<file path="src/rtl/vga_render_pkg.sv">
// Shared constants and helpers for the Game-of-Life pixel back-end.
package vga_render_pkg;

  // 8x8 cell icon, one byte per row; bit index = sub-column.
  localparam logic [7:0] ICON_ROWS [8] = '{
    8'h00, 8'h3C, 8'h7E, 8'h7E, 8'h7E, 8'h7E, 8'h3C, 8'h00
  };

  // RGB222 colours packed as {R[1:0], G[1:0], B[1:0]}.
  localparam logic [5:0] COL_BLANK  = 6'b00_00_00;
  localparam logic [5:0] COL_BORDER = 6'b00_00_01;
  localparam logic [5:0] COL_DEAD   = 6'b01_01_01;
  localparam logic [5:0] COL_LIVE   = 6'b11_11_01;
  localparam logic [5:0] COL_CURSOR = 6'b11_00_00;

  // Build the TinyTapeout VGA byte {hs,B0,G0,R0,vs,B1,G1,R1}.
  function automatic logic [7:0] pack_tt_vga(input logic hs, input logic vs,
                                             input logic [5:0] rgb);
    logic [1:0] r, g, b;
    r = rgb[5:4];
    g = rgb[3:2];
    b = rgb[1:0];
    return {hs, b[0], g[0], r[0], vs, b[1], g[1], r[1]};
  endfunction

endpackage

</file>
<file path="src/rtl/vga_blink_timer.sv">
// Frame-edge detector and cursor blink timer.
// frame_start_o pulses one cycle after vsync_i enters its active level;
// blink_phase_o toggles every BLINK_FRAMES frame_start pulses.
module vga_blink_timer #(
  parameter int BLINK_FRAMES = 15,
  parameter int VSYNC_ACTIVE = 0
) (
  input  logic clk,
  input  logic rst_n,
  input  logic vsync_i,
  output logic frame_start_o,
  output logic blink_phase_o
);

  localparam logic       VS_ACT   = 1'(VSYNC_ACTIVE);
  localparam logic [5:0] CNT_LAST = 6'(BLINK_FRAMES - 1);

  logic       vs_prev_q;
  logic       frame_start_q, frame_start_d;
  logic [5:0] cnt_q, cnt_d;
  logic       phase_q, phase_d;

  // Edge detect and blink counter next-state.
  always_comb begin
    frame_start_d = (vsync_i == VS_ACT) && (vs_prev_q != VS_ACT);
    cnt_d         = cnt_q;
    phase_d       = phase_q;
    if (frame_start_q) begin
      if (cnt_q == CNT_LAST) begin
        cnt_d   = 6'd0;
        phase_d = ~phase_q;
      end else begin
        cnt_d = cnt_q + 6'd1;
      end
    end
  end

  // State registers.
  always_ff @(posedge clk) begin
    if (!rst_n) begin
      vs_prev_q     <= 1'b0;
      frame_start_q <= 1'b0;
      cnt_q         <= 6'd0;
      phase_q       <= 1'b0;
    end else begin
      vs_prev_q     <= vsync_i;
      frame_start_q <= frame_start_d;
      cnt_q         <= cnt_d;
      phase_q       <= phase_d;
    end
  end

  assign frame_start_o = frame_start_q;
  assign blink_phase_o = phase_q;

endmodule

</file>
<file path="src/rtl/vga_cell_renderer.sv">
// Pixel back-end: board address generation, cell icon, window framing,
// blinking cursor, and a registered TT VGA output byte.
// Pipeline: stage 0 drives cell_addr combinationally, stage 1 registers the
// pixel context while the board memory answers, stage 2 registers uo_out.
// Syncs travel the same two registers as colour, so they stay aligned.
module vga_cell_renderer
  import vga_render_pkg::*;
#(
  parameter int LOG_W        = 3,
  parameter int LOG_H        = 4,
  parameter int X0           = 64,
  parameter int X1           = 576,
  parameter int Y0           = 48,
  parameter int Y1           = 432,
  parameter int BLINK_FRAMES = 15,
  parameter int VSYNC_ACTIVE = 0
) (
  input  logic                   clk,
  input  logic                   rst_n,
  input  logic [9:0]             hpos,
  input  logic [9:0]             vpos,
  input  logic                   display_on,
  input  logic                   hsync_in,
  input  logic                   vsync_in,
  output logic [LOG_W+LOG_H-1:0] cell_addr,
  input  logic                   cell_data,
  input  logic [LOG_W-1:0]       cursor_x,
  input  logic [LOG_H-1:0]       cursor_y,
  input  logic                   cursor_en,
  output logic [7:0]             uo_out,
  output logic                   frame_start
);

  // Only the low bits of the window-relative position are ever used; the
  // low bits of a modular difference equal the difference of the low bits.
  localparam logic [LOG_W+2:0] X0_LO = (LOG_W+3)'(X0);
  localparam logic [LOG_H+2:0] Y0_LO = (LOG_H+3)'(Y0);

  // Stage 0 (combinational).
  logic [LOG_W+2:0] rx_d;
  logic [LOG_H+2:0] ry_d;
  logic [LOG_W-1:0] cell_x_d;
  logic [LOG_H-1:0] cell_y_d;
  logic             in_win_d;

  // Stage 1 registers.
  logic             in_win_q, disp_q, hs_q, vs_q;
  logic [2:0]       sub_x_q, sub_y_q;
  logic [LOG_W-1:0] cell_x_q;
  logic [LOG_H-1:0] cell_y_q;

  // Colour and stage 2.
  logic             blink_phase;
  logic             cursor_hit;
  logic             icon_bit;
  logic [5:0]       rgb_d;
  logic [7:0]       uo_d, uo_q;

  assign rx_d      = hpos[LOG_W+2:0] - X0_LO;
  assign ry_d      = vpos[LOG_H+2:0] - Y0_LO;
  assign cell_x_d  = rx_d[LOG_W+2:3];
  assign cell_y_d  = ry_d[LOG_H+2:3];
  assign cell_addr = {cell_y_d, cell_x_d};
  assign in_win_d  = (hpos >= 10'(X0)) && (hpos < 10'(X1)) &&
                     (vpos >= 10'(Y0)) && (vpos < 10'(Y1));

  // Stage 1: capture pixel context alongside the board read.
  always_ff @(posedge clk) begin
    if (!rst_n) begin
      in_win_q <= 1'b0;
      disp_q   <= 1'b0;
      hs_q     <= 1'b0;
      vs_q     <= 1'b0;
      sub_x_q  <= 3'd0;
      sub_y_q  <= 3'd0;
      cell_x_q <= '0;
      cell_y_q <= '0;
    end else begin
      in_win_q <= in_win_d;
      disp_q   <= display_on;
      hs_q     <= hsync_in;
      vs_q     <= vsync_in;
      sub_x_q  <= rx_d[2:0];
      sub_y_q  <= ry_d[2:0];
      cell_x_q <= cell_x_d;
      cell_y_q <= cell_y_d;
    end
  end

  vga_blink_timer #(
    .BLINK_FRAMES (BLINK_FRAMES),
    .VSYNC_ACTIVE (VSYNC_ACTIVE)
  ) u_blink (
    .clk           (clk),
    .rst_n         (rst_n),
    .vsync_i       (vsync_in),
    .frame_start_o (frame_start),
    .blink_phase_o (blink_phase)
  );

  assign cursor_hit = cursor_en && blink_phase &&
                      (cell_x_q == cursor_x) && (cell_y_q == cursor_y) &&
                      ((sub_x_q == 3'd0) || (sub_x_q == 3'd7) ||
                       (sub_y_q == 3'd0) || (sub_y_q == 3'd7));
  assign icon_bit   = ICON_ROWS[sub_y_q][sub_x_q];

  // Colour priority: blanking, border, cursor, live icon, dead background.
  always_comb begin
    rgb_d = COL_DEAD;
    if (!disp_q) begin
      rgb_d = COL_BLANK;
    end else if (!in_win_q) begin
      rgb_d = COL_BORDER;
    end else if (cursor_hit) begin
      rgb_d = COL_CURSOR;
    end else if (cell_data && icon_bit) begin
      rgb_d = COL_LIVE;
    end
    uo_d = pack_tt_vga(hs_q, vs_q, rgb_d);
  end

  // Stage 2: registered output byte.
  always_ff @(posedge clk) begin
    if (!rst_n) begin
      uo_q <= 8'h00;
    end else begin
      uo_q <= uo_d;
    end
  end

  assign uo_out = uo_q;

endmodule

</file>
<file path="config.mk">
export PLATFORM = sky130hd
export DESIGN_NAME = vga_cell_renderer
export DESIGN_NICKNAME = d
export VERILOG_FILES = /design/src/rtl/vga_render_pkg.sv /design/src/rtl/vga_blink_timer.sv /design/src/rtl/vga_cell_renderer.sv
export SDC_FILE = /design/constraint.sdc
export NUM_CORES = 1
export LEC_CHECK = 0
export BUFFER_PORTS_ARGS = -buffer_cell sky130_fd_sc_hd__buf_2
export CORE_MARGIN = 3
export CORE_UTILIZATION = 50
export CTS_BUF_LIST = sky130_fd_sc_hd__clkbuf_4 sky130_fd_sc_hd__clkbuf_8
export DETAILED_ROUTE_END_ITERATION = 8
export PLACE_DENSITY_LB_ADDON = 0.15
export REMOVE_ABC_BUFFERS = 1
export SLEW_MARGIN = 5
export SYNTH_ARGS = -nofsm -noshare
export SYNTH_HDL_FRONTEND = slang
export SYNTH_HIERARCHICAL = 1
export SYNTH_SLANG_ARGS = --single-unit
</file>
<file path="constraint.sdc">
create_clock -name clk -period 3.9 [get_ports clk]
set_clock_uncertainty 0.1 [all_clocks]
set_input_delay 0.78 -clock clk [delete_from_list [all_inputs] [get_ports clk]]
set_output_delay 0.78 -clock clk [all_outputs]
set_load 0.01 [all_outputs]
</file>
# [Word-level counts from Yosys, hierarchy flattened]
# Memory sizes are Yosys's and may differ from the RTL's.
# Index checks and enable logic that the tools add are counted.
[word_totals] mem_bits_ro=64 mem_count=1 output_inout_bits=16 inputBits=34 ff_bits=33 wordCells=61
[op_classes] add_sub_neg=2 reduce_logical=18 eq_ne=5 muxes=8 n_lt_le_gt_ge=6 n_bitwise=6
[memory_table] memory="(no name shown)" depth=8 word_bits=8 rd=1 rd_clocked_by_memory_dff=0 wr=0 line="vga_cell_renderer.sv:105" rtl="assign icon_bit = ICON_ROWS[sub_y_q][sub_x_q];"
[op_table] operator="6-bit 2-to-1 mux" count=3
[op_table] operator="8-bit 2-to-1 mux" count=2
[op_table] operator="10-bit by 6-bit >= comparator with 1-bit output (second input constant)" count=1
[op_table] operator="10-bit by 7-bit >= comparator with 1-bit output (second input constant)" count=1
[op_table] operator="10-bit < comparator (second input constant)" count=1
[op_table] operator="10-bit by 9-bit < comparator with 1-bit output (second input constant)" count=1
[op_table] operator="1-bit logical AND" count=9
[op_table] operator="7-bit by 6-bit subtractor with 7-bit output (second input constant)" count=1
[op_table] operator="6-bit by 1-bit adder with 6-bit output (second input constant)" count=1
[op_table] operator="3-bit == test (second input constant)" count=2
[op_table] operator="6-bit by 4-bit == test with 1-bit output (second input constant)" count=1
[op_table] operator="3-bit zero test" count=2
[op_table] operator="1-bit inverter" count=5
[op_table] operator="4-bit == test" count=1
[op_table] operator="4-bit >= comparator (second input constant)" count=1
[op_table] operator="3-bit by 4-bit < comparator with 1-bit output (second input constant)" count=1
[op_table] operator="3-bit inverter with 4-bit output" count=1
[op_table] operator="2-bit AND reduction" count=2
[op_table] operator="4-bit OR reduction" count=1
[op_table] operator="1-bit binary-select mux with 3-bit select" count=1
[op_table] operator="3-bit == test" count=1
[op_table] operator="1-bit logical OR" count=3
[op_table] operator="3-bit AND reduction" count=1
[op_table] operator="1-bit 2-to-1 mux" count=2

# [Depth between registers and ports, before layout]
[logic_depth] ltp_word=10 depth_mapped=5 ltp_nobuf=5

# [Hierarchy]
# The synthesis kept the hierarchy.
[modules_own_cells] module="vga_cell_renderer" area_each_um2=907.1 instances=1 cells_each=85 seq_area_each_um2=480.5
[modules_own_cells] module="vga_blink_timer" area_each_um2=407.9 instances=1 cells_each=39 seq_area_each_um2=180.2

# [Least setup slack after synthesis]
# Ideal clock, no wire load.
[synth_path] path_type="input to output" start="input vpos[4]" end="output cell_addr[6]" required_ns=3.020 n_path_buf=0 cell_stages=2 path_slack_ns=1.773 arrival_time_ns=1.247 path_cell_list="ha_1 xnor2_1"
[synth_via] elab_chain_cells=1
[synth_rtl] element="start, declared" line="vga_cell_renderer.sv:21" rtl="input logic [9:0] vpos,"
[synth_rtl] element="7-bit by 6-bit subtractor with 7-bit output" line="vga_cell_renderer.sv:60" rtl="assign ry_d = vpos[LOG_H+2:0] - Y0_LO;"
[synth_rtl] element="end, declared" line="vga_cell_renderer.sv:25" rtl="output logic [LOG_W+LOG_H-1:0] cell_addr,"
# Every way passes these cells.

# [Worst setup path after layout]
# Ends and elaborated chain as after synthesis.

==> results.md <==
- Post-cts hold buffer count: 0
- Worst setup EP type: output port
- IO Count: 50
- Post-CTS setup buffers: 0
- Max-cap violations: 0
- Via count of the first global-routing pass: 928
- Wire length of the first global-routing pass: about 3700 microns
- Area leader, netlist: dfxtp_1
- Post-synth EDFFs: 0
- Syn. warnings: 6
- Clock power frac: between 30% and 40%
- Per-cell routed wire length: 10.5 microns
- Tcrit/Tclk final: 59.7%
- Worst IR Drop VDD: 323 uV
- Seq pwr share: about 52%
- Hpwl dp: 1630 microns
- CTS tree: done
- Crit Path Class: input pin to output port
- Cell-internal power: 0.544 mW
- Worst setup SP type: input pin
- Reg-to-reg critical path startpoint: u_blink/cnt_q[1]$_SDFFE_PN0P_
- Starting density of the core: 55.7%
- Die height: 57.3 microns
- Drt drc: 0
- Core area: around 2400 sq um
- Worst-path clk slew: 90 ps
- Mapped Area: 1320 sq um
- Routed vias/inst: 4.85
- Critical Path RT: between 3000 and 4000 ps
- Sink Count: 33
- Count leader, synth: dfxtp_1
- Avg Cell Area, Syn: 10.6 sq um
- CP arrival: 1450 ps
- RSZ-0062 raised after global routing: no
- Post_cts resized: 0
- Final nets: 208
- Fin. max-slew vios: 0
- Area Overhead vs Synth: 23.7%
- PD cells: 422 nW/um^2
- Fmax: 430 MHz
- Antenna diode count: 0
- Sequential-to-total area share from yosys stat: 50.2%
- Psw: 0.142 mW
- Net Sw Frac: between 20 and 25%
- Post-Synthesis Cells: 124
- Final Setup Violations: 0
- Crit. Startpoint: vpos[4]
- Min Clock Period, post-route: between 2000 and 2500 ps
- Grt total ovfl: 0
- Final Core Density: 68.9%
- Initial drt markers: 19
- Post-synth ARST share: 0%
- Post-route ant nets: 0
- Leakage: 0.749 nW
- H-tree levels: 2
- Inserted Clock Buffers: 5
- Final non-filler cell total: 200
- Tot GR Track Use: 15.3%
- Largest net degree at the start of global routing: 28
- Setup TNS: 0 ps
- Status: completed
- Routed vias: 970
- Placed insts: 192
- Synth Register Bits: 33
- Die area: 3280 sq um
- Largest cells by area after synthesis: dfxtp_1 50%, and2_1 8.6%, xnor2_1 5.3%, xor2_1 4.0%, buf_4 3.4%
- Clk_lat worst skew: 330 ps
- Global placement routability congestion: about 0.62
- Synth cell types: 35
- CTS root buffer: clkbuf_4
- Ys flop type: dfxtp_1
- Clock tree buffer depth: 2
- Worst Hold Launch: disp_q$_SDFF_PN0_
- Layout cells sized above 1: between 30% and 40%
- Hold/Removal Path Class: flop to flop
- Initial antenna violation count: 0
- Final WL: 2100 microns
- Final Hold Vio Count: 0
- Maximum fanout along the worst path: 3
- Number of I/O port buffers: 48
- Synth top area share: 50.2%
- Synth top cells by count: 33 x dfxtp_1, 18 x and2_1, 8 x xnor2_1
- Die Span X: approximately 57 microns
- DR pass1 iterations: 3
- Proportion of power drawn by combinational gates: just under 9%
- Rows: 17
registers in the layout, indices dropped and copies added (netlist names):
name,flops
cell_x_q,3
cell_y_q,4
disp_q,1
hs_q,1
in_win_q,1
sub_x_q,3
sub_y_q,3
u_blink/blink_phase_o,1
u_blink/cnt_q,6
u_blink/frame_start_o,1
u_blink/vs_prev_q,1
uo_out,7
vs_q,1
worst max-delay path, stage by stage:
cell and delay (ps):
buf_2 110, ha_1 230, xnor2_1 170, buf_2 160
kinds of logic (layout without fill, tap and decap cells):
kind of cell | count (synthesis) | count (layout) | synth area share, %
buffers and inverters | 10 | 58 | 4.57
adders and majority gates | 3 | 3 | 2.85
AOI/OAI and AO/OA | 10 | 10 | 7.23
other | 1 | 1 | 0.285
DFF | 33 | 33 | 50.2
xor gates and xnor gates | 14 | 14 | 9.32
and+or+nand+nor | 52 | 52 | 24.7
muxes | 1 | 1 | 0.761
final timing paths:
path	end	slack (ps)	depth (start not counted)
min	uo_out[6]$_SDFF_PN0_	330	2
max reg2reg	u_blink/blink_phase_o$_SDFFE_PN0P_	2540	4
min reg2reg	uo_out[6]$_SDFF_PN0_	330	2
max	cell_addr[6]	1570	4
metal layers:
metal	share of wire (%)	global-route usage, %	routed length, microns	vias to the layer above
met1	42	16.6	887	416
met3	9.4	7.47	198	8
met4	2.9	9.93	60	0
met2	45	23.5	951	38
met5	0	0	0	-
li1	-	-	-	508
placed cells by master (no fill, tap or decap), types with 2 or more instances in the layout:
| cell | synthesis | final |
|---|---|---|
| a21boi_1 | 2 | 2 |
| and2_1 | 18 | 18 |
| and3_1 | 2 | 2 |
| buf_2 | 0 | 48 |
| clkbuf_4 | 0 | 6 |
| dfxtp_1 | 33 | 33 |
| ha_1 | 3 | 3 |
| inv_1 | 2 | 2 |
| nand2_1 | 6 | 6 |
| nand3_1 | 2 | 2 |
| nand4_1 | 2 | 2 |
| nor2_1 | 7 | 7 |
| nor2b_1 | 2 | 2 |
| nor3_1 | 2 | 2 |
| o211ai_1 | 2 | 2 |
| or3_1 | 2 | 2 |
| xnor2_1 | 8 | 8 |
| xor2_1 | 6 | 6 |
power groups by stage:
stage,logic [mW],registers [mW],clock network [mW]
6_report,0.0608,0.357,0.268
5_1_grt,0.0690,0.359,0.293
4_1_cts,0.0618,0.357,0.278
3_5_place_dp,0.0615,0.365,0
3_3_place_gp,0.0598,0.364,0
2_1_floorplan,0.0296,0.365,0
area by class of cell:
| cell class | count | area, sq um |
|---|---|---|
| fill | 209 | 734 |
| sequential | 33 | 661 |
| multi-input combinational | 81 | 594 |
| timing repair buffer | 48 | 240 |
| clock buffer | 7 | 58.8 |
| tap | 28 | 35.0 |
| clock inverter | 1 | 30.0 |
| inverter | 2 | 7.51 |
stage by stage:
stage	total power [mW]	setup WS [ps]	hold slack [ps]	cell area, sq um
after floorplan	0.394	1770	304	1260
after global placement	0.424	1600	314	1540
after detailed placement	0.426	1570	318	1540
after CTS	0.696	1570	337	1630
after global routing	0.721	1470	363	1630
final	0.686	1570	333	1630
Power figures use the tool's default switching activity.
